<file path="src/rtl/wb_pkg.sv">
// Shared types and constants for the writeback stage.
package wb_pkg;

    // Result source selected by the memory stage
    typedef enum logic [1:0] {
        SRC_ALU  = 2'd0,
        SRC_LOAD = 2'd1,
        SRC_PC4  = 2'd2,
        SRC_NONE = 2'd3
    } src_e;

    // Writeback FSM states
    typedef enum logic {
        IDLE      = 1'b0,
        WAIT_LOAD = 1'b1
    } state_e;

    // Load size/sign encodings
    localparam logic [2:0] F3_LB  = 3'b000;
    localparam logic [2:0] F3_LH  = 3'b001;
    localparam logic [2:0] F3_LW  = 3'b010;
    localparam logic [2:0] F3_LBU = 3'b100;
    localparam logic [2:0] F3_LHU = 3'b101;

    // True when a load cannot be issued: reserved funct3 or misaligned address
    function automatic logic load_fault(input logic [2:0] funct3, input logic [1:0] addr);
        logic f;
        case (funct3)
            F3_LB, F3_LBU: f = 1'b0;
            F3_LH, F3_LHU: f = addr[0];
            F3_LW:         f = (addr != 2'b00);
            default:       f = 1'b1;
        endcase
        return f;
    endfunction

endpackage

</file>
<file path="src/rtl/writeback_stage_load_align.sv">
// Selects the addressed byte/halfword lane of a load word and extends it.
module load_align
    import wb_pkg::*;
#(
    parameter int unsigned XLEN = 32
) (
    input  logic [2:0]      funct3,
    input  logic [1:0]      addr,
    input  logic [XLEN-1:0] word,
    output logic [XLEN-1:0] data
);

    logic [7:0]  byte_sel;
    logic [15:0] half_sel;

    // Lane selection and sign/zero extension
    always_comb begin
        byte_sel = word[7:0];
        half_sel = word[15:0];
        data     = word;
        case (addr)
            2'd0:    byte_sel = word[7:0];
            2'd1:    byte_sel = word[15:8];
            2'd2:    byte_sel = word[23:16];
            default: byte_sel = word[31:24];
        endcase
        half_sel = addr[1] ? word[31:16] : word[15:0];
        case (funct3)
            F3_LB:   data = {{(XLEN-8){byte_sel[7]}}, byte_sel};
            F3_LBU:  data = {{(XLEN-8){1'b0}}, byte_sel};
            F3_LH:   data = {{(XLEN-16){half_sel[15]}}, half_sel};
            F3_LHU:  data = {{(XLEN-16){1'b0}}, half_sel};
            default: data = word;
        endcase
    end

endmodule

</file>
<file path="src/rtl/writeback_stage.sv">
// Final pipeline stage: selects the retiring result, waits for load data,
// and drives one registered register-file write plus a forwarding copy.
module writeback_stage
    import wb_pkg::*;
#(
    parameter int unsigned XLEN         = 32,
    parameter int unsigned LOAD_TIMEOUT = 64,
    parameter int unsigned CNT_W        = 32
) (
    input  logic             clk,
    input  logic             rst_n,
    input  logic             in_valid,
    output logic             in_ready,
    input  logic [4:0]       in_rd,
    input  logic             in_rd_we,
    input  logic [1:0]       in_src,
    input  logic [XLEN-1:0]  in_alu,
    input  logic [XLEN-1:0]  in_pc,
    input  logic [2:0]       in_funct3,
    input  logic             mem_rvalid,
    input  logic [XLEN-1:0]  mem_rdata,
    output logic             rf_we,
    output logic [4:0]       rf_waddr,
    output logic [XLEN-1:0]  rf_wdata,
    output logic             fwd_valid,
    output logic [4:0]       fwd_rd,
    output logic [XLEN-1:0]  fwd_data,
    output logic             err_load,
    output logic [CNT_W-1:0] retire_count
);

    localparam int unsigned TO_W = $clog2(LOAD_TIMEOUT) + 1;

    state_e            state;
    logic [4:0]        ld_rd;
    logic              ld_we;
    logic [2:0]        ld_funct3;
    logic [1:0]        ld_addr;
    logic [TO_W-1:0]   to_cnt;
    logic [XLEN-1:0]   ld_data;
    src_e              src;
    logic              accept;
    logic              fault;
    logic              nl_we;
    logic [XLEN-1:0]   nl_data;

    assign in_ready = (state == IDLE);
    assign accept   = in_valid && in_ready;
    assign src      = src_e'(in_src);
    assign fault    = load_fault(in_funct3, in_alu[1:0]);

    // Write enable and data for non-load results (x0 and SRC_NONE never write)
    assign nl_we   = in_rd_we && (in_rd != 5'd0) && (src != SRC_NONE);
    assign nl_data = (src == SRC_PC4) ? (in_pc + XLEN'(4)) : in_alu;

    load_align #(.XLEN(XLEN)) u_load_align (
        .funct3 (ld_funct3),
        .addr   (ld_addr),
        .word   (mem_rdata),
        .data   (ld_data)
    );

    // Forwarding port mirrors the registered write port
    assign fwd_valid = rf_we;
    assign fwd_rd    = rf_waddr;
    assign fwd_data  = rf_wdata;

    // FSM, load capture, timeout counter, output registers and retire counter
    always_ff @(posedge clk or negedge rst_n) begin
        if (!rst_n) begin
            state        <= IDLE;
            ld_rd        <= 5'd0;
            ld_we        <= 1'b0;
            ld_funct3    <= 3'd0;
            ld_addr      <= 2'd0;
            to_cnt       <= '0;
            rf_we        <= 1'b0;
            rf_waddr     <= 5'd0;
            rf_wdata     <= '0;
            err_load     <= 1'b0;
            retire_count <= '0;
        end else begin
            rf_we    <= 1'b0;
            err_load <= 1'b0;
            case (state)
                IDLE: begin
                    if (accept) begin
                        if (src == SRC_LOAD) begin
                            if (fault) begin
                                err_load     <= 1'b1;
                                retire_count <= retire_count + CNT_W'(1);
                            end else begin
                                ld_rd     <= in_rd;
                                ld_we     <= in_rd_we && (in_rd != 5'd0);
                                ld_funct3 <= in_funct3;
                                ld_addr   <= in_alu[1:0];
                                to_cnt    <= '0;
                                state     <= WAIT_LOAD;
                            end
                        end else begin
                            retire_count <= retire_count + CNT_W'(1);
                            if (nl_we) begin
                                rf_we    <= 1'b1;
                                rf_waddr <= in_rd;
                                rf_wdata <= nl_data;
                            end
                        end
                    end
                end
                WAIT_LOAD: begin
                    if (mem_rvalid) begin
                        retire_count <= retire_count + CNT_W'(1);
                        state        <= IDLE;
                        if (ld_we) begin
                            rf_we    <= 1'b1;
                            rf_waddr <= ld_rd;
                            rf_wdata <= ld_data;
                        end
                    end else if (to_cnt == TO_W'(LOAD_TIMEOUT - 1)) begin
                        err_load     <= 1'b1;
                        retire_count <= retire_count + CNT_W'(1);
                        state        <= IDLE;
                    end else begin
                        to_cnt <= to_cnt + TO_W'(1);
                    end
                end
                default: state <= IDLE;
            endcase
        end
    end

endmodule
</file>
<file path="config.mk">
export PLATFORM = sky130hd
export DESIGN_NAME = writeback_stage
export DESIGN_NICKNAME = d
export VERILOG_FILES = /design/src/rtl/wb_pkg.sv /design/src/rtl/writeback_stage_load_align.sv /design/src/rtl/writeback_stage.sv
export SDC_FILE = /design/constraint.sdc
export NUM_CORES = 1
export LEC_CHECK = 0
export ABC_AREA = 1
export CELL_PAD_IN_SITES_DETAIL_PLACEMENT = 1
export CELL_PAD_IN_SITES_GLOBAL_PLACEMENT = 2
export CORE_MARGIN = 2
export CORE_UTILIZATION = 27
export CTS_CLUSTER_DIAMETER = 200
export CTS_CLUSTER_SIZE = 28
export DETAILED_ROUTE_END_ITERATION = 8
export PLACE_DENSITY_LB_ADDON = 0.25
export SYNTH_ARGS = -nofsm -noshare
export SYNTH_HDL_FRONTEND = slang
export SYNTH_HIERARCHICAL = 1
export SYNTH_SLANG_ARGS = --single-unit
</file>
<file path="constraint.sdc">
create_clock -name clk -period 4.1 [get_ports clk]
set_input_delay 1.025 -clock clk [delete_from_list [all_inputs] [get_ports clk]]
set_output_delay 1.025 -clock clk [all_outputs]
set_load 0.1 [all_outputs]
</file>
Word level (Yosys, flattened, before mapping):

Cells that the tools add are included.

* add/subtract/negate cells: 3
* equality and inequality tests: 24
* multiplexer cells: 47
* bitwise logic cells: 2
* reductions and logical operators: 14

Operator list (count)
* $mux W32: 11
* $pmux W32 S2: 2
* $pmux W32 S4: 1
* $mux W7: 5
* $add A32 B1 Y32 const B: 1
* $add A32 B3 Y32 const B: 1
* $mux W5: 5
* $pmux W8 S3: 1
* $mux W16: 1
* $mux W1: 15
* $pmux W7 S2: 1
* $eq A3 B3 Y1 const B: 4
* $ne A2 B2 Y1 const B: 6
* $pmux W5 S2: 1
* $reduce_and A5 Y1: 2
* $ne A2 B1 Y1 const B: 4
* $add A7 B1 Y7 const B: 1
* $eq A7 B6 Y1 const B: 1
* $eq A3 B1 Y1 const B: 2
* $logic_not A3 Y1: 2
* $pmux W1 S2: 3
* $reduce_bool A5 Y1: 1
* $eq A2 B1 Y1 const B: 2
* $eq A2 B2 Y1 const B: 2
* other kinds (11): 15

* flip-flop bits (word level): 90
* bits of input ports: 111
* output and inout port bits: 110
* word-level logic and storage cells: 101

Logic depth before layout (Yosys ltp):

Gate-level depths: netlist of the first run.

* word-level depth: 7
* gate-level depth with buffers: 11
* depth with buffers taken out: 11

By module:

Netlist of the first run, hierarchy kept.

By module, submodules not included
* writeback_stage: times used 1, cells each 925, area each 6233.5 sq um, sequential area each 2252.2 sq um
* load_align: times used 1, cells each 192, area each 895.9 sq um, sequential area each 0.0 sq um

Worst setup path before layout of the first run:

No wires, ideal clock.

* kind: flip-flop to output port
* from: reg state
* to: out in_ready
* arrival time: 1502 ps
* required time: 3075 ps
* slack: 1573 ps
* stages on the path, launching flop included: 3
* buffers on the path: 1
* path through: dfrtp_1 > inv_2 > clkbuf_1

* longest elaborated chain between the ends: 1

RTL lines
* from (decl): RTL line writeback_stage.sv:34 `state_e state;`
* from (signal assigned): RTL line writeback_stage.sv:71 `state <= IDLE;`
* from (signal assigned): RTL line writeback_stage.sv:98 `state <= WAIT_LOAD;`
* from (signal assigned): RTL line writeback_stage.sv:113 `state <= IDLE;`
* $not A1 Y1
* to (decl): RTL line writeback_stage.sv:13 `output logic in_ready,`

No other way between the ends.

Final worst setup path of the first run:

* from: in in_rd[3]
* to: reg rf_wdata[14], in the netlist fwd_data[14]

* longest elaborated chain between the ends: 5

RTL lines
* from (decl): RTL line writeback_stage.sv:14 `input logic [4:0] in_rd,`
* $reduce_bool A5 Y1: RTL line writeback_stage.sv:53 `assign nl_we = in_rd_we && (in_rd != 5'd0) && (src != SRC_NONE);`
* $logic_and A1 B1 Y1 (2 in a row): RTL line writeback_stage.sv:53
* $ne A2 B1 Y1 (no source line)
* $reduce_and A5 Y1 (no source line)
* to (signal assigned): RTL line writeback_stage.sv:105 `rf_wdata <= nl_data;`
* to (signal assigned): RTL line writeback_stage.sv:117 `rf_wdata <= ld_data;`
* to (decl): RTL line writeback_stage.sv:24 `output logic [XLEN-1:0] rf_wdata,`

No other way between the ends.
A chain may end at the register's enable or synchronous reset.

==> flow_summary.html, run 1 <==
<table>
<tr><th>Metric</th><th>Value</th></tr>
<tr><th colspan="2">Run status</th></tr>
<tr><td>Status</td><td>complete, no violations</td></tr>
<tr><th colspan="2">Synthesis</th></tr>
<tr><td>Mapped Nets</td><td>1231</td></tr>
<tr><td>Mean Syn Cell Area</td><td>6.38 sq um</td></tr>
<tr><td>Count of distinct cell types in the synthesized netlist</td><td>35</td></tr>
<tr><td>Synth warnings</td><td>6</td></tr>
<tr><td>Part of the Yosys area used for sequential elements</td><td>31.6%</td></tr>
<tr><td>Count of mapped cells out of synthesis</td><td>1117</td></tr>
<tr><td>Register bit total from synthesis</td><td>90</td></tr>
<tr><td>Synth Cell Area</td><td>7130 sq um</td></tr>
<tr><th colspan="2">Finish</th></tr>
<tr><td>Post-layout nets</td><td>1390</td></tr>
<tr><td>Most used cells in the layout excluding fill and tap cells</td><td>sky130_fd_sc_hd__nand2_1 (400), sky130_fd_sc_hd__clkdlybuf4s50_1 (218), sky130_fd_sc_hd__nand3_1 (136), sky130_fd_sc_hd__nor2_1 (116), sky130_fd_sc_hd__dfrtp_1 (90)</td></tr>
<tr><td>Syn-to-layout area delta</td><td>33.8%</td></tr>
<tr><td>Fraction of layout cells with a size suffix above 1</td><td>5.70%</td></tr>
<tr><td>Most common cell after layout, fill and taps aside</td><td>sky130_fd_sc_hd__nand2_1</td></tr>
<tr><td>Number of fill cells</td><td>3351</td></tr>
<tr><td>Antenna fix cells</td><td>0</td></tr>
<tr><td>Non-filler cells in the finished layout</td><td>1616</td></tr>
<tr><th colspan="2">STA</th></tr>
<tr><td>Setup repair after global routing missed its margin</td><td>false</td></tr>
<tr><td>FMAX</td><td>306 MHz</td></tr>
<tr><td>Clock Skew</td><td>0.0156 ns</td></tr>
<tr><td>Tightest slew margin relative to the limit</td><td>29.5%</td></tr>
<tr><td>Final period util</td><td>79.6%</td></tr>
<tr><td>Hold Violations, Final</td><td>0</td></tr>
<tr><td>Measured slew at the worst slew-check pin</td><td>1.05 ns</td></tr>
<tr><td>Final setup TNS</td><td>0 ns</td></tr>
<tr><td>Pins over their slew limit</td><td>0</td></tr>
<tr><td>Setup violations, final</td><td>0</td></tr>
<tr><td>Time the worst path needs with I/O delays and setup</td><td>3.26 ns</td></tr>
<tr><th colspan="2">Pwr</th></tr>
<tr><td>P per Cell Area</td><td>599 nW/um^2</td></tr>
<tr><td>Part of the total power dissipated in combinational logic</td><td>61.9%</td></tr>
<tr><td>Net switching power figure</td><td>3.39 mW</td></tr>
<tr><td>Leakage</td><td>4.19 nW</td></tr>
<tr><td>Part of the total power dissipated in the clock network</td><td>14.1%</td></tr>
<tr><td>Switching Share</td><td>59.2%</td></tr>
<tr><td>Internal Pwr Total</td><td>2.33 mW</td></tr>
<tr><td>Sequential group share of total power</td><td>24.0%</td></tr>
<tr><td>Worst voltage drop across the vdd grid</td><td>547 uV</td></tr>
<tr><th colspan="2">Floorplanning</th></tr>
<tr><td>Die Area</td><td>27700 sq um</td></tr>
<tr><td>Die X-Extent</td><td>166 microns</td></tr>
<tr><td>Starting density of the core</td><td>27.4%</td></tr>
<tr><td>Core outline area</td><td>26000 sq um</td></tr>
<tr><td>Number of I/O pins</td><td>221</td></tr>
<tr><td>Die Y</td><td>166 microns</td></tr>
<tr><td>Number of core rows</td><td>59</td></tr>
<tr><th colspan="2">Setup path</th></tr>
<tr><td>Critical path endpoint category</td><td>register</td></tr>
<tr><td>Crit path max fanout</td><td>28</td></tr>
<tr><td>Critical-path top delay cell</td><td>sky130_fd_sc_hd__nand2_2</td></tr>
<tr><td>Ordered cell list for the critical path</td><td>clkdlybuf4s50_1 &gt; nor2_1 &gt; nand4_1 &gt; nand4_4 &gt; nand2_2 &gt; buf_4 &gt; o21ai_0 &gt; o21ai_1</td></tr>
<tr><td>Startpoint type of the worst setup path</td><td>input pin</td></tr>
<tr><td>Endpoint required time on the critical path</td><td>4.37 ns</td></tr>
<tr><td>Worst Path Arrival</td><td>3.53 ns</td></tr>
<tr><td>Biggest cell delay along the critical path</td><td>0.62 ns</td></tr>
<tr><td>Critical path start-end classification</td><td>in2reg</td></tr>
<tr><th colspan="2">Clock network</th></tr>
<tr><td>Clock latency on the worst-skew pair</td><td>0.36 ns</td></tr>
<tr><td>Number of buffers created by CTS</td><td>9</td></tr>
<tr><td>Clock edge transition at the registers on the reported setup and hold paths</td><td>0.07 ns</td></tr>
<tr><td>Buffer count from post-CTS setup fixing</td><td>0</td></tr>
<tr><td>Buffer cell driving the clock tree root</td><td>sky130_fd_sc_hd__clkbuf_16</td></tr>
<tr><td>Number of gates resized after cts</td><td>0</td></tr>
<tr><td>CTS Hold Buffers Added</td><td>0</td></tr>
<tr><td>Maximum root-to-sink buffer count</td><td>2</td></tr>
<tr><td>TritonCTS Sinks</td><td>90</td></tr>
<tr><td>Clock tree from TritonCTS</td><td>done</td></tr>
<tr><td>CTS H-tree depth</td><td>3</td></tr>
<tr><th colspan="2">Drt</th></tr>
<tr><td>Total wirelength of the detailed-routed design</td><td>28200 microns</td></tr>
<tr><td>Overall via count from detail_route</td><td>7704</td></tr>
<tr><td>First drt pass iteration count</td><td>5</td></tr>
<tr><td>DRT antenna net count</td><td>0</td></tr>
<tr><td>Routed length per placed instance</td><td>17.5 microns</td></tr>
<tr><td>Per-cell via count in the routed design</td><td>4.77</td></tr>
<tr><td>Count of routing violations after the opening detailed-route iteration</td><td>323</td></tr>
<tr><td>Remaining routing DRC violations</td><td>0</td></tr>
<tr><th colspan="2">Global route</th></tr>
<tr><td>Number of antenna violations at the first check in global routing</td><td>0</td></tr>
<tr><td>Pin count of the biggest net entering global routing</td><td>49</td></tr>
<tr><td>GRT Resource Usage Total</td><td>20.5%</td></tr>
<tr><td>Number of global-route vias before repair</td><td>7818</td></tr>
<tr><td>Remaining global-route overflow</td><td>0</td></tr>
<tr><td>First-pass GRT wire length</td><td>44900 microns</td></tr>
<tr><th colspan="2">Run</th></tr>
<tr><td>Max-capacitance violation count</td><td>0</td></tr>
<tr><th colspan="2">Placement</th></tr>
<tr><td>Quantity of I/O buffers inserted on ports</td><td>220</td></tr>
<tr><td>Sum of net half-perimeters after detailed placement</td><td>22300 microns</td></tr>
<tr><td>Final weighted congestion in routability-driven placement</td><td>0.790</td></tr>
<tr><td>Number of cells in the design after placement</td><td>1600</td></tr>
<tr><th colspan="2">Min path</th></tr>
<tr><td>Class of the tightest hold or removal check</td><td>reg2reg</td></tr>
</table>
[power groups by stage]
stage          combinational, mW  sequential, mW  clock (mW)
2_1_floorplan               1.55            2.53           0
3_3_place_gp                3.54            1.39           0
3_5_place_dp                3.55            1.40           0
4_1_cts                     3.56            1.38       0.833
5_1_grt                     3.71            1.42       0.863
6_report                    3.54            1.37       0.807
[final timing paths]
path                                       from                            to  slack, ns  depth (start not counted)
max in group asynchronous                 rst_n  retire_count[18]$_DFFE_PN0P_       2.61                          2
min reg2reg                ld_rd[4]$_DFFE_PN0P_          ld_rd[4]$_DFFE_PN0P_       0.49                          2
max reg2reg                     state$_DFF_PN0_      fwd_data[14]$_DFFE_PN0P_       1.44                          8
min in group asynchronous                 rst_n   retire_count[9]$_DFFE_PN0P_       0.70                          1
max                                    in_rd[3]      fwd_data[14]$_DFFE_PN0P_       0.84                          8
min                        ld_rd[4]$_DFFE_PN0P_          ld_rd[4]$_DFFE_PN0P_       0.49                          2
[cells in the mapped netlist, drive strengths merged]
cell type	number	area, sq um
a31oi	5	31.3
o21ai	68	340
mux2	2	22.5
nand3b	6	45.0
or2	8	50.1
nand3	143	766
o211ai	8	60.1
clkinv	1	8.76
buf	60	474
nand2	407	1550
o21a	18	135
clkbuf	20	75.1
xnor2	5	43.8
ha	3	37.5
a21oi	30	150
o31ai	1	7.51
nand4	4	40.0
dfrtp	90	2250
and2	2	12.5
inv	75	282
nor3	10	50.1
nor2	132	543
xor2	12	105
o21bai	7	52.6
[per-stage QoR]
step	setup WS (ns)	instance area (sq um)	hold WS [ns]	power (mW)	util, %
floorplan	1.57	7130	0.453	4.08	-
global placement	0.577	9260	0.482	4.93	35.6
detailed placement	0.457	9260	0.485	4.95	35.6
CTS	0.812	9540	0.503	5.77	36.7
global route	0.645	9540	0.521	5.99	36.7
finish	0.836	9540	0.492	5.72	36.7
[per-layer routing]
metal  up-vias  track usage (%)  wire (microns)
li1       3863                -               -
met1      3664             29.5           14000
met2       164             33.3           12800
met3        13             3.04            1210
met4         0             3.07             230
met5         -                0               0
[layout make-up]
class	count	area, sq um	area share [%]
Multi-Input combinational cell	871	4040	42.3
Clock inverter	6	42.5	0.446
Inverter	76	290	3.04
Tap cell	335	419	4.39
Timing Repair Buffer	228	2260	23.7
Sequential cell	90	2250	23.6
Clock buffer	10	239	2.50
[critical path: cells and delay by family]
| family | cells | cell delay (ns) |
|---|---|---|
| AND/OR/NAND/NOR | 4 | 1.31 |
| buffers and inverters | 2 | 0.89 |
| AO/OA/AOI/OAI | 2 | 0.29 |
[logic make-up (layout without fill, tap and decap cells)]
| kind of cell | count (synthesis) | after routing | share of synthesized area (%) |
|---|---|---|---|
| adder cells (fa/ha/maj) | 3 | 3 | 0.527 |
| flip-flops | 90 | 90 | 31.6 |
| AO/OA/AOI/OAI | 137 | 137 | 10.9 |
| AND/OR/NAND/NOR | 712 | 712 | 42.8 |
| XOR/XNOR | 17 | 17 | 2.09 |
| multiplexers | 2 | 2 | 0.316 |
| buffers and inverters | 156 | 320 | 11.8 |
[sequential cells by signal, indices dropped and copies added (netlist names)]
signal	count
err_load	1
fwd_rd	5
retire_count	32
fwd_valid	1
ld_we	1
fwd_data	32
ld_addr	2
state	1
ld_funct3	3
to_cnt	7
ld_rd	5
Power figures use the tool's default switching activity.
==> run 2, diff against run 1 <==
--- a/config.mk
+++ b/config.mk
@@ -9,7 +9,7 @@
 export CELL_PAD_IN_SITES_DETAIL_PLACEMENT = 1
 export CELL_PAD_IN_SITES_GLOBAL_PLACEMENT = 2
 export CORE_MARGIN = 2
-export CORE_UTILIZATION = 27
+export CORE_UTILIZATION = 22
 export CTS_CLUSTER_DIAMETER = 200
 export CTS_CLUSTER_SIZE = 28
 export DETAILED_ROUTE_END_ITERATION = 8
==> constraint.sdc (replaced) <==
create_clock -name clk -period 2.7 [get_ports clk]
set_input_delay 0.675 -clock clk [delete_from_list [all_inputs] [get_ports clk]]
set_output_delay 0.675 -clock clk [all_outputs]
set_load 0.1 [all_outputs]
==> run 2 against run 1 <==
- sequential power rose by 50%
- global-route usage decreased by 2.7 points
- critical path depth rose by 1
- worst setup slack worse by 0.37 ns
- register-to-register slack got worse by 0.91 ns
- non-clock buffer count is 12 higher
- cell area down 0.38%
- highest routed layer unchanged
==> flow_summary.html, run 2 (synthesis gave the netlist of run 1 again) <==
<table>
<tr><th>Metric</th><th>Value</th></tr>
<tr><th colspan="2">Run status</th></tr>
<tr><td>Status</td><td>complete, no violations</td></tr>
<tr><th colspan="2">Floorplanning</th></tr>
<tr><td>Core outline area</td><td>31700 sq um (+22%)</td></tr>
<tr><td>Die Y</td><td>184 microns (+11%)</td></tr>
<tr><td>Number of core rows</td><td>65 (+10%)</td></tr>
<tr><td>Number of I/O pins</td><td>221 (unchanged)</td></tr>
<tr><td>Die Area</td><td>33900 sq um (+22%)</td></tr>
<tr><td>Die X-Extent</td><td>184 microns (+11%)</td></tr>
<tr><td>Starting density of the core</td><td>22.5% (-5.0 points)</td></tr>
<tr><th colspan="2">Clock network</th></tr>
<tr><td>Number of buffers created by CTS</td><td>9 (unchanged)</td></tr>
<tr><td>Clock tree from TritonCTS</td><td>done</td></tr>
<tr><td>Clock edge transition at the registers on the reported setup and hold paths</td><td>0.08 ns (about the same)</td></tr>
<tr><td>Clock latency on the worst-skew pair</td><td>0.36 ns (about the same)</td></tr>
<tr><td>TritonCTS Sinks</td><td>90 (unchanged)</td></tr>
<tr><td>Maximum root-to-sink buffer count</td><td>2 (unchanged)</td></tr>
<tr><td>Number of gates resized after cts</td><td>0 (unchanged)</td></tr>
<tr><td>CTS Hold Buffers Added</td><td>0 (unchanged)</td></tr>
<tr><td>Buffer count from post-CTS setup fixing</td><td>0 (unchanged)</td></tr>
<tr><td>CTS H-tree depth</td><td>3 (unchanged)</td></tr>
<tr><td>Buffer cell driving the clock tree root</td><td>sky130_fd_sc_hd__clkbuf_16</td></tr>
<tr><th colspan="2">Drt</th></tr>
<tr><td>DRT antenna net count</td><td>0 (unchanged)</td></tr>
<tr><td>Overall via count from detail_route</td><td>7747 (+0.56%)</td></tr>
<tr><td>First drt pass iteration count</td><td>4 (-1)</td></tr>
<tr><td>Per-cell via count in the routed design</td><td>4.57 (-4.1%)</td></tr>
<tr><td>Routed length per placed instance</td><td>17.5 microns (+0.18%)</td></tr>
<tr><td>Count of routing violations after the opening detailed-route iteration</td><td>327 (+1.2%)</td></tr>
<tr><td>Total wirelength of the detailed-routed design</td><td>29700 microns (+5.1%)</td></tr>
<tr><td>Remaining routing DRC violations</td><td>0 (unchanged)</td></tr>
<tr><th colspan="2">Finish</th></tr>
<tr><td>Fraction of layout cells with a size suffix above 1</td><td>15.0% (+9.3 points)</td></tr>
<tr><td>Post-layout nets</td><td>1402 (+0.86%)</td></tr>
<tr><td>Antenna fix cells</td><td>0 (unchanged)</td></tr>
<tr><td>Most common cell after layout, fill and taps aside</td><td>sky130_fd_sc_hd__nand2_1</td></tr>
<tr><td>Most used cells in the layout excluding fill and tap cells</td><td>sky130_fd_sc_hd__nand2_1 (400), sky130_fd_sc_hd__nand3_1 (136), sky130_fd_sc_hd__buf_4 (128), sky130_fd_sc_hd__nor2_1 (116), sky130_fd_sc_hd__clkdlybuf4s50_1 (109)</td></tr>
<tr><td>Syn-to-layout area delta</td><td>33.3%</td></tr>
<tr><th colspan="2">Placement</th></tr>
<tr><td>Final weighted congestion in routability-driven placement</td><td>0.814 (+3.0%)</td></tr>
<tr><td>Quantity of I/O buffers inserted on ports</td><td>220 (unchanged)</td></tr>
<tr><td>Sum of net half-perimeters after detailed placement</td><td>23700 microns (+6.0%)</td></tr>
<tr><td>Minimum setup slack after placement</td><td>0.0746 ns (-0.382 ns)</td></tr>
<tr><th colspan="2">STA</th></tr>
<tr><td>Setup violations, final</td><td>0 (unchanged)</td></tr>
<tr><td>Setup repair after global routing missed its margin</td><td>false</td></tr>
<tr><td>Final period util</td><td>82.7%</td></tr>
<tr><td>Tightest slew margin relative to the limit</td><td>63.4% (+34 points)</td></tr>
<tr><td>Setup slack of the critical path after layout</td><td>0.468 ns (-0.368 ns)</td></tr>
<tr><td>Measured slew at the worst slew-check pin</td><td>0.547 ns (-0.507 ns)</td></tr>
<tr><td>Time the worst path needs with I/O delays and setup</td><td>2.23 ns</td></tr>
<tr><td>Final worst hold slack</td><td>0.242 ns (-0.250 ns)</td></tr>
<tr><td>Pins over their slew limit</td><td>0 (unchanged)</td></tr>
<tr><td>Clock Skew</td><td>0.00966 ns (-0.00599 ns)</td></tr>
<tr><td>Hold Violations, Final</td><td>0 (unchanged)</td></tr>
<tr><td>Final setup TNS</td><td>0 ns (unchanged)</td></tr>
<tr><td>FMAX</td><td>448 MHz</td></tr>
<tr><th colspan="2">Global route</th></tr>
<tr><td>GRT Resource Usage Total</td><td>17.8% (-2.7 points)</td></tr>
<tr><td>Met2 global-route usage</td><td>29.1% (-4.1 points)</td></tr>
<tr><td>Routing layer with the top usage in global route</td><td>met2</td></tr>
<tr><td>M1 GR Usage</td><td>25.3% (-4.2 points)</td></tr>
<tr><td>Met3 Use GR</td><td>1.84% (-1.2 points)</td></tr>
<tr><td>Pin count of the biggest net entering global routing</td><td>44 (-10%)</td></tr>
<tr><td>First-pass GRT wire length</td><td>46200 microns (+2.9%)</td></tr>
<tr><td>Number of global-route vias before repair</td><td>7928 (+1.4%)</td></tr>
<tr><td>Number of antenna violations at the first check in global routing</td><td>0 (unchanged)</td></tr>
<tr><td>Remaining global-route overflow</td><td>0 (unchanged)</td></tr>
<tr><th colspan="2">Pwr</th></tr>
<tr><td>Leakage</td><td>4.42 nW (+5.6%)</td></tr>
<tr><td>Switching Share</td><td>59.7% (+0.48 points)</td></tr>
<tr><td>Internal Pwr Total</td><td>3.51 mW (+51%)</td></tr>
<tr><td>Net switching power figure</td><td>5.20 mW (+54%)</td></tr>
<tr><td>Power after layout</td><td>8.71 mW (+52%)</td></tr>
<tr><td>Worst voltage drop across the vdd grid</td><td>578 uV (+5.7%)</td></tr>
<tr><td>Sequential group share of total power</td><td>23.6% (-0.4 points)</td></tr>
<tr><td>P per Cell Area</td><td>916 nW/um^2 (+53%)</td></tr>
<tr><td>Part of the total power dissipated in combinational logic</td><td>60.3% (-1.6 points)</td></tr>
<tr><td>Part of the total power dissipated in the clock network</td><td>16.1% (+2.0 points)</td></tr>
<tr><th colspan="2">Setup path</th></tr>
<tr><td>Critical path start-end classification</td><td>in2reg</td></tr>
<tr><td>Worst path bufs/invs</td><td>2 (unchanged)</td></tr>
<tr><td>Critical-path top delay cell</td><td>sky130_fd_sc_hd__clkdlybuf4s50_1</td></tr>
<tr><td>Crit path max fanout</td><td>7 (-75%)</td></tr>
<tr><td>Top Family by Delay on Critical Path</td><td>buffers and inverters</td></tr>
<tr><td>Ordered cell list for the critical path</td><td>clkdlybuf4s50_1 &gt; nand2_1 &gt; nor2_2 &gt; nand2_2 &gt; xor2_1 &gt; o21ai_0 &gt; buf_4 &gt; nand3_1 &gt; nand2_1</td></tr>
<tr><td>Biggest cell delay along the critical path</td><td>0.54 ns (-0.08 ns)</td></tr>
<tr><td>Most frequent cell on the critical path</td><td>sky130_fd_sc_hd__nand2_1</td></tr>
<tr><td>Crit Reg-Reg Endpoint</td><td>fwd_data[17]$_DFFE_PN0P_</td></tr>
<tr><td>Endpoint required time on the critical path</td><td>3.00 ns (-1.37 ns)</td></tr>
<tr><td>Critical path endpoint category</td><td>register</td></tr>
<tr><td>Startpoint type of the worst setup path</td><td>input pin</td></tr>
<tr><td>R2R Setup Slk</td><td>0.53 ns (-0.91 ns)</td></tr>
<tr><td>Worst Path Arrival</td><td>2.53 ns (-1.00 ns)</td></tr>
<tr><td>Reg-to-reg startpoint</td><td>ld_addr[1]$_DFFE_PN0P_</td></tr>
<tr><td>Worst Reg2Reg Path Length in Cells</td><td>7 (-1)</td></tr>
<tr><th colspan="2">Min path</th></tr>
<tr><td>Class of the tightest hold or removal check</td><td>in2async</td></tr>
<tr><th colspan="2">Run</th></tr>
<tr><td>Max-capacitance violation count</td><td>0 (unchanged)</td></tr>
</table>
-- run 2: final cells by class --
| class | instances | area [sq um] |
|---|---|---|
| tap | 402 | 503 |
| multi-input combinational | 871 | 4040 |
| fill | 4030 | 22200 |
| clock buffer | 9 | 225 |
| sequential | 90 | 2250 |
| timing repair buffer | 240 | 2110 |
| clock inverter | 7 | 81.3 |
| inverter | 76 | 290 |
-- run 2: routing by layer --
| metal | share of wire [%] | wire [microns] | vias to the layer above |
|---|---|---|---|
| met2 | 46 | 13600 | 154 |
| met5 | 0 | 0 | - |
| met1 | 50 | 14800 | 3676 |
| met4 | 1.2 | 342 | 0 |
| li1 | - | - | 3899 |
| met3 | 3.2 | 938 | 18 |
-- run 2: stage by stage --
stage	cell area, sq um	util (%)	cells
after floorplan	7130	-	1117
after global placement	9200	29.0	1679
after detailed placement	9200	29.0	1679
after CTS	9500	30.0	1695
after global routing	9500	30.0	1695
final	9500	30.0	1695
-- run 2: worst reg2reg max path, cell delays in order (launching register included) --
cell                      delay [ns]
sky130_fd_sc_hd__dfrtp_1        0.67
sky130_fd_sc_hd__nand2_2        0.22
sky130_fd_sc_hd__or2_1          0.31
sky130_fd_sc_hd__nand3_4        0.25
sky130_fd_sc_hd__nand3_1        0.15
sky130_fd_sc_hd__or2_2          0.31
sky130_fd_sc_hd__nand3_1        0.09
sky130_fd_sc_hd__nand2_1        0.05
-- run 2: worst max path at each step --
stage                                startpoint  cells after the start  slack (ns)                      endpoint
finish                                 in_pc[6]                      9        0.47       fwd_data[9]$_DFFE_PN0P_
global route                           in_pc[2]                     12        0.33      fwd_data[24]$_DFFE_PN0P_
CTS                                    in_pc[6]                      9        0.46       fwd_data[9]$_DFFE_PN0P_
detailed placement                     in_pc[6]                      9        0.07       fwd_data[9]$_DFFE_PN0P_
global placement                       in_pc[6]                      9        0.04       fwd_data[9]$_DFFE_PN0P_
floorplan           retire_count[0]$_DFFE_PN0P_                     10        0.46  retire_count[26]$_DFFE_PN0P_
-- run 2: power by group through the flow --
stage | Sequential, mW | Combinational (mW) | Clock, mW
after floorplan | 3.85 | 2.35 | 0
after global placement | 2.10 | 5.24 | 0
after detailed placement | 2.10 | 5.28 | 0
after CTS | 2.07 | 5.29 | 1.46
after global routing | 2.12 | 5.51 | 1.51
final | 2.06 | 5.25 | 1.40
==> run 3, diff against run 2 <==
--- a/config.mk
+++ b/config.mk
@@ -9,7 +9,7 @@
 export CELL_PAD_IN_SITES_DETAIL_PLACEMENT = 1
 export CELL_PAD_IN_SITES_GLOBAL_PLACEMENT = 2
 export CORE_MARGIN = 2
-export CORE_UTILIZATION = 22
+export CORE_UTILIZATION = 25
 export CTS_CLUSTER_DIAMETER = 200
 export CTS_CLUSTER_SIZE = 28
 export DETAILED_ROUTE_END_ITERATION = 8
==> constraint.sdc (replaced) <==
create_clock -name clk -period 2.2 [get_ports clk]
set_input_delay 0.55 -clock clk [delete_from_list [all_inputs] [get_ports clk]]
set_output_delay 0.55 -clock clk [all_outputs]
set_load 0.1 [all_outputs]
==> run 3 against run 2 <==
- clock power up 7%
- wire length is 2.0% lower
- hold slack worse by 0.17 ns
- non-clock buffer count grew 63
- sequential share of layout area decreased by 1.3 points
- critical path type unchanged
==> flow_summary.html, run 3 (synthesis gave the netlist of run 1 again) <==
<table>
<tr><th>Metric</th><th>Value</th></tr>
<tr><th colspan="2">Run status</th></tr>
<tr><td>Status</td><td>complete, no violations</td></tr>
<tr><th colspan="2">Pwr</th></tr>
<tr><td>Power after layout</td><td>10.7 mW (+23%)</td></tr>
<tr><td>Part of the total power dissipated in the clock network</td><td>14.0% (-2.1 points)</td></tr>
<tr><td>Net switching power figure</td><td>6.34 mW (+22%)</td></tr>
<tr><td>Sequential group share of total power</td><td>23.6% (about the same)</td></tr>
<tr><td>Internal Pwr Total</td><td>4.34 mW (+24%)</td></tr>
<tr><td>Leakage</td><td>4.75 nW (+7.4%)</td></tr>
<tr><td>Worst voltage drop across the vdd grid</td><td>863 uV (+49%)</td></tr>
<tr><td>P per Cell Area</td><td>1060 nW/um^2 (+16%)</td></tr>
<tr><td>Switching Share</td><td>59.4% (-0.34 points)</td></tr>
<tr><td>Part of the total power dissipated in combinational logic</td><td>62.3% (+2.0 points)</td></tr>
<tr><th colspan="2">Floorplanning</th></tr>
<tr><td>Die Area</td><td>29900 sq um (-12%)</td></tr>
<tr><td>Die X-Extent</td><td>173 microns (-6.1%)</td></tr>
<tr><td>Number of core rows</td><td>61 (-6.2%)</td></tr>
<tr><td>Number of I/O pins</td><td>221 (unchanged)</td></tr>
<tr><td>Die Y</td><td>173 microns (-6.1%)</td></tr>
<tr><td>Core outline area</td><td>27900 sq um (-12%)</td></tr>
<tr><td>Starting density of the core</td><td>25.5% (+3.0 points)</td></tr>
<tr><th colspan="2">Drt</th></tr>
<tr><td>Count of routing violations after the opening detailed-route iteration</td><td>323 (-1.2%)</td></tr>
<tr><td>Overall via count from detail_route</td><td>8080 (+4.3%)</td></tr>
<tr><td>Routed length per placed instance</td><td>16.8 microns (-4.2%)</td></tr>
<tr><td>First drt pass iteration count</td><td>4 (unchanged)</td></tr>
<tr><td>Total wirelength of the detailed-routed design</td><td>29100 microns (-2.0%)</td></tr>
<tr><td>Per-cell via count in the routed design</td><td>4.66 (+2.0%)</td></tr>
<tr><td>DRT antenna net count</td><td>0 (unchanged)</td></tr>
<tr><td>Remaining routing DRC violations</td><td>0 (unchanged)</td></tr>
<tr><th colspan="2">Clock network</th></tr>
<tr><td>CTS Hold Buffers Added</td><td>0 (unchanged)</td></tr>
<tr><td>Buffer count from post-CTS setup fixing</td><td>0 (unchanged)</td></tr>
<tr><td>Clock edge transition at the registers on the reported setup and hold paths</td><td>0.07 ns (about the same)</td></tr>
<tr><td>Buffer cell driving the clock tree root</td><td>sky130_fd_sc_hd__clkbuf_16</td></tr>
<tr><td>Number of buffers created by CTS</td><td>9 (unchanged)</td></tr>
<tr><td>Maximum root-to-sink buffer count</td><td>2 (unchanged)</td></tr>
<tr><td>Clock latency on the worst-skew pair</td><td>0.35 ns (about the same)</td></tr>
<tr><td>TritonCTS Sinks</td><td>90 (unchanged)</td></tr>
<tr><td>Clock tree from TritonCTS</td><td>done</td></tr>
<tr><td>CTS H-tree depth</td><td>3 (unchanged)</td></tr>
<tr><th colspan="2">Global route</th></tr>
<tr><td>GRT Resource Usage Total</td><td>19.7% (+1.8 points)</td></tr>
<tr><td>First-pass GRT wire length</td><td>47000 microns (+1.7%)</td></tr>
<tr><td>Number of global-route vias before repair</td><td>8471 (+6.8%)</td></tr>
<tr><td>Pin count of the biggest net entering global routing</td><td>53 (+20%)</td></tr>
<tr><td>Remaining global-route overflow</td><td>0 (unchanged)</td></tr>
<tr><td>Number of antenna violations at the first check in global routing</td><td>0 (unchanged)</td></tr>
<tr><th colspan="2">Finish</th></tr>
<tr><td>Post-layout nets</td><td>1465 (+4.5%)</td></tr>
<tr><td>Non-filler cells in the finished layout</td><td>1734 (+2.3%)</td></tr>
<tr><td>Antenna fix cells</td><td>0 (unchanged)</td></tr>
<tr><td>Syn-to-layout area delta</td><td>40.9%</td></tr>
<tr><td>Final standard cell utilization of the core</td><td>36.0% (+6.0 points)</td></tr>
<tr><td>Fraction of layout cells with a size suffix above 1</td><td>19.1% (+4.1 points)</td></tr>
<tr><td>Area of all placed cells without fillers</td><td>10000 sq um (+5.7%)</td></tr>
<tr><td>Most used cells in the layout excluding fill and tap cells</td><td>sky130_fd_sc_hd__nand2_1 (400), sky130_fd_sc_hd__buf_4 (181), sky130_fd_sc_hd__nand3_1 (136), sky130_fd_sc_hd__nor2_1 (116), sky130_fd_sc_hd__clkdlybuf4s50_1 (109)</td></tr>
<tr><td>Most common cell after layout, fill and taps aside</td><td>sky130_fd_sc_hd__nand2_1</td></tr>
<tr><th colspan="2">Run</th></tr>
<tr><td>Max-capacitance violation count</td><td>0 (unchanged)</td></tr>
<tr><th colspan="2">Setup path</th></tr>
<tr><td>Startpoint type of the worst setup path</td><td>input pin</td></tr>
<tr><td>Crit path max fanout</td><td>6 (-1)</td></tr>
<tr><td>Critical path endpoint category</td><td>register</td></tr>
<tr><td>Critical path start-end classification</td><td>in2reg</td></tr>
<tr><td>Worst Path Arrival</td><td>2.29 ns (-0.24 ns)</td></tr>
<tr><td>Endpoint required time on the critical path</td><td>2.44 ns (-0.56 ns)</td></tr>
<tr><th colspan="2">Placement</th></tr>
<tr><td>Final weighted congestion in routability-driven placement</td><td>0.840 (+3.3%)</td></tr>
<tr><td>Placement Cell Area</td><td>9770 sq um (+6.2%)</td></tr>
<tr><td>Number of cells in the design after placement</td><td>1718 (+2.3%)</td></tr>
<tr><td>Sum of net half-perimeters after detailed placement</td><td>24000 microns (+1.2%)</td></tr>
<tr><td>Quantity of I/O buffers inserted on ports</td><td>220 (unchanged)</td></tr>
<tr><th colspan="2">STA</th></tr>
<tr><td>Setup violations, final</td><td>0 (unchanged)</td></tr>
<tr><td>FMAX</td><td>487 MHz</td></tr>
<tr><td>Final period util</td><td>93.3%</td></tr>
<tr><td>Clock Skew</td><td>0.00994 ns (+0.000285 ns)</td></tr>
<tr><td>Setup repair after global routing missed its margin</td><td>false</td></tr>
<tr><td>Tightest slew margin relative to the limit</td><td>63.9% (+0.52 points)</td></tr>
<tr><td>Measured slew at the worst slew-check pin</td><td>0.539 ns (-0.00776 ns)</td></tr>
<tr><td>Pins over their slew limit</td><td>0 (unchanged)</td></tr>
<tr><td>Time the worst path needs with I/O delays and setup</td><td>2.05 ns</td></tr>
<tr><td>Hold Violations, Final</td><td>0 (unchanged)</td></tr>
<tr><td>Final setup TNS</td><td>0 ns (unchanged)</td></tr>
<tr><th colspan="2">Min path</th></tr>
<tr><td>Class of the tightest hold or removal check</td><td>in2async</td></tr>
</table>
## run 3: cell types whose count changed in the layout (fill, tap and decap cells not counted)
cell | before | now
sky130_fd_sc_hd__dfrtp_1 | 90 | 88
sky130_fd_sc_hd__inv_2 | 6 | 5
sky130_fd_sc_hd__inv_8 | 1 | 0
sky130_fd_sc_hd__buf_12 | 3 | 13
sky130_fd_sc_hd__clkinv_2 | 1 | 2
sky130_fd_sc_hd__bufinv_16 | 1 | 0
sky130_fd_sc_hd__buf_4 | 128 | 181
sky130_fd_sc_hd__clkinvlp_4 | 0 | 1
sky130_fd_sc_hd__dfrtp_2 | 0 | 2
sky130_fd_sc_hd__inv_6 | 4 | 2
sky130_fd_sc_hd__clkinv_4 | 1 | 3
sky130_fd_sc_hd__inv_4 | 0 | 1
## run 3: power by group through the flow
stage                     registers (mW)  clock network [mW]  logic, mW
after floorplan                     4.73                   0       2.88
after global placement              2.56                   0       6.63
after detailed placement            2.57                   0       6.69
after CTS                           2.54                1.55       6.69
after global routing                2.60                1.60       7.00
final                               2.53                1.50       6.66
## run 3: critical path, cell delays in order
cell and delay [ns]:
sky130_fd_sc_hd__clkdlybuf4s50_1 0.53, sky130_fd_sc_hd__ha_1 0.20, sky130_fd_sc_hd__nand2_1 0.11, sky130_fd_sc_hd__nor2_4 0.15, sky130_fd_sc_hd__nand2_2 0.14, sky130_fd_sc_hd__nor2_2 0.24, sky130_fd_sc_hd__nand2_1 0.08, sky130_fd_sc_hd__nand3_1 0.10
sky130_fd_sc_hd__nand2_1 0.05, sky130_fd_sc_hd__nand3_1 0.08, sky130_fd_sc_hd__nand2_1 0.06
## run 3: timing repair
item                                    4_1_cts  5_1_grt
resized for setup                             0        2
endpoints found under the setup margin        0        1
endpoints found under the hold margin         0        0
## run 3: through the flow
step	hold slack [ns]	setup slack, ns
2_1_floorplan	0.254	0.0739
3_3_place_gp	0.454	-0.198
3_5_place_dp	0.461	-0.245
4_1_cts	0.0732	0.0611
5_1_grt	0.0817	0.000365
6_report	0.0718	0.147
## run 3: final timing paths
kind | from | end | slack (ns) | cells after the start
hold / removal | rst_n | retire_count[29]$_DFFE_PN0P_ | 0.07 | 1
setup reg to reg | ld_addr[1]$_DFFE_PN0P_ | fwd_data[21]$_DFFE_PN0P_ | 0.25 | 9
max in group asynchronous | rst_n | fwd_data[4]$_DFFE_PN0P_ | 1.52 | 2
min in group clk | ld_rd[1]$_DFFE_PN0P_ | ld_rd[1]$_DFFE_PN0P_ | 0.49 | 2
hold reg to reg | ld_rd[1]$_DFFE_PN0P_ | ld_rd[1]$_DFFE_PN0P_ | 0.49 | 2
setup / recovery | in_pc[2] | fwd_data[18]$_DFFE_PN0P_ | 0.15 | 11
## run 3: area by class of cell
cell class,instances,area (sq um)
fillers,3619,17900
multi-input cells,871,4040
repair buffers,303,2710
flip-flops and latches,90,2250
well taps,378,473
inverters,76,293
clock buffers,9,225
clock inverters,7,52.6
## run 3: per-layer routing
layer,track usage (%),vias to the layer above,part of all wire (%)
met5,0,-,0
met4,4.31,0,1.5
met3,2.95,24,3.9
met2,32.0,173,46
met1,27.5,3856,49
li1,-,4027,-
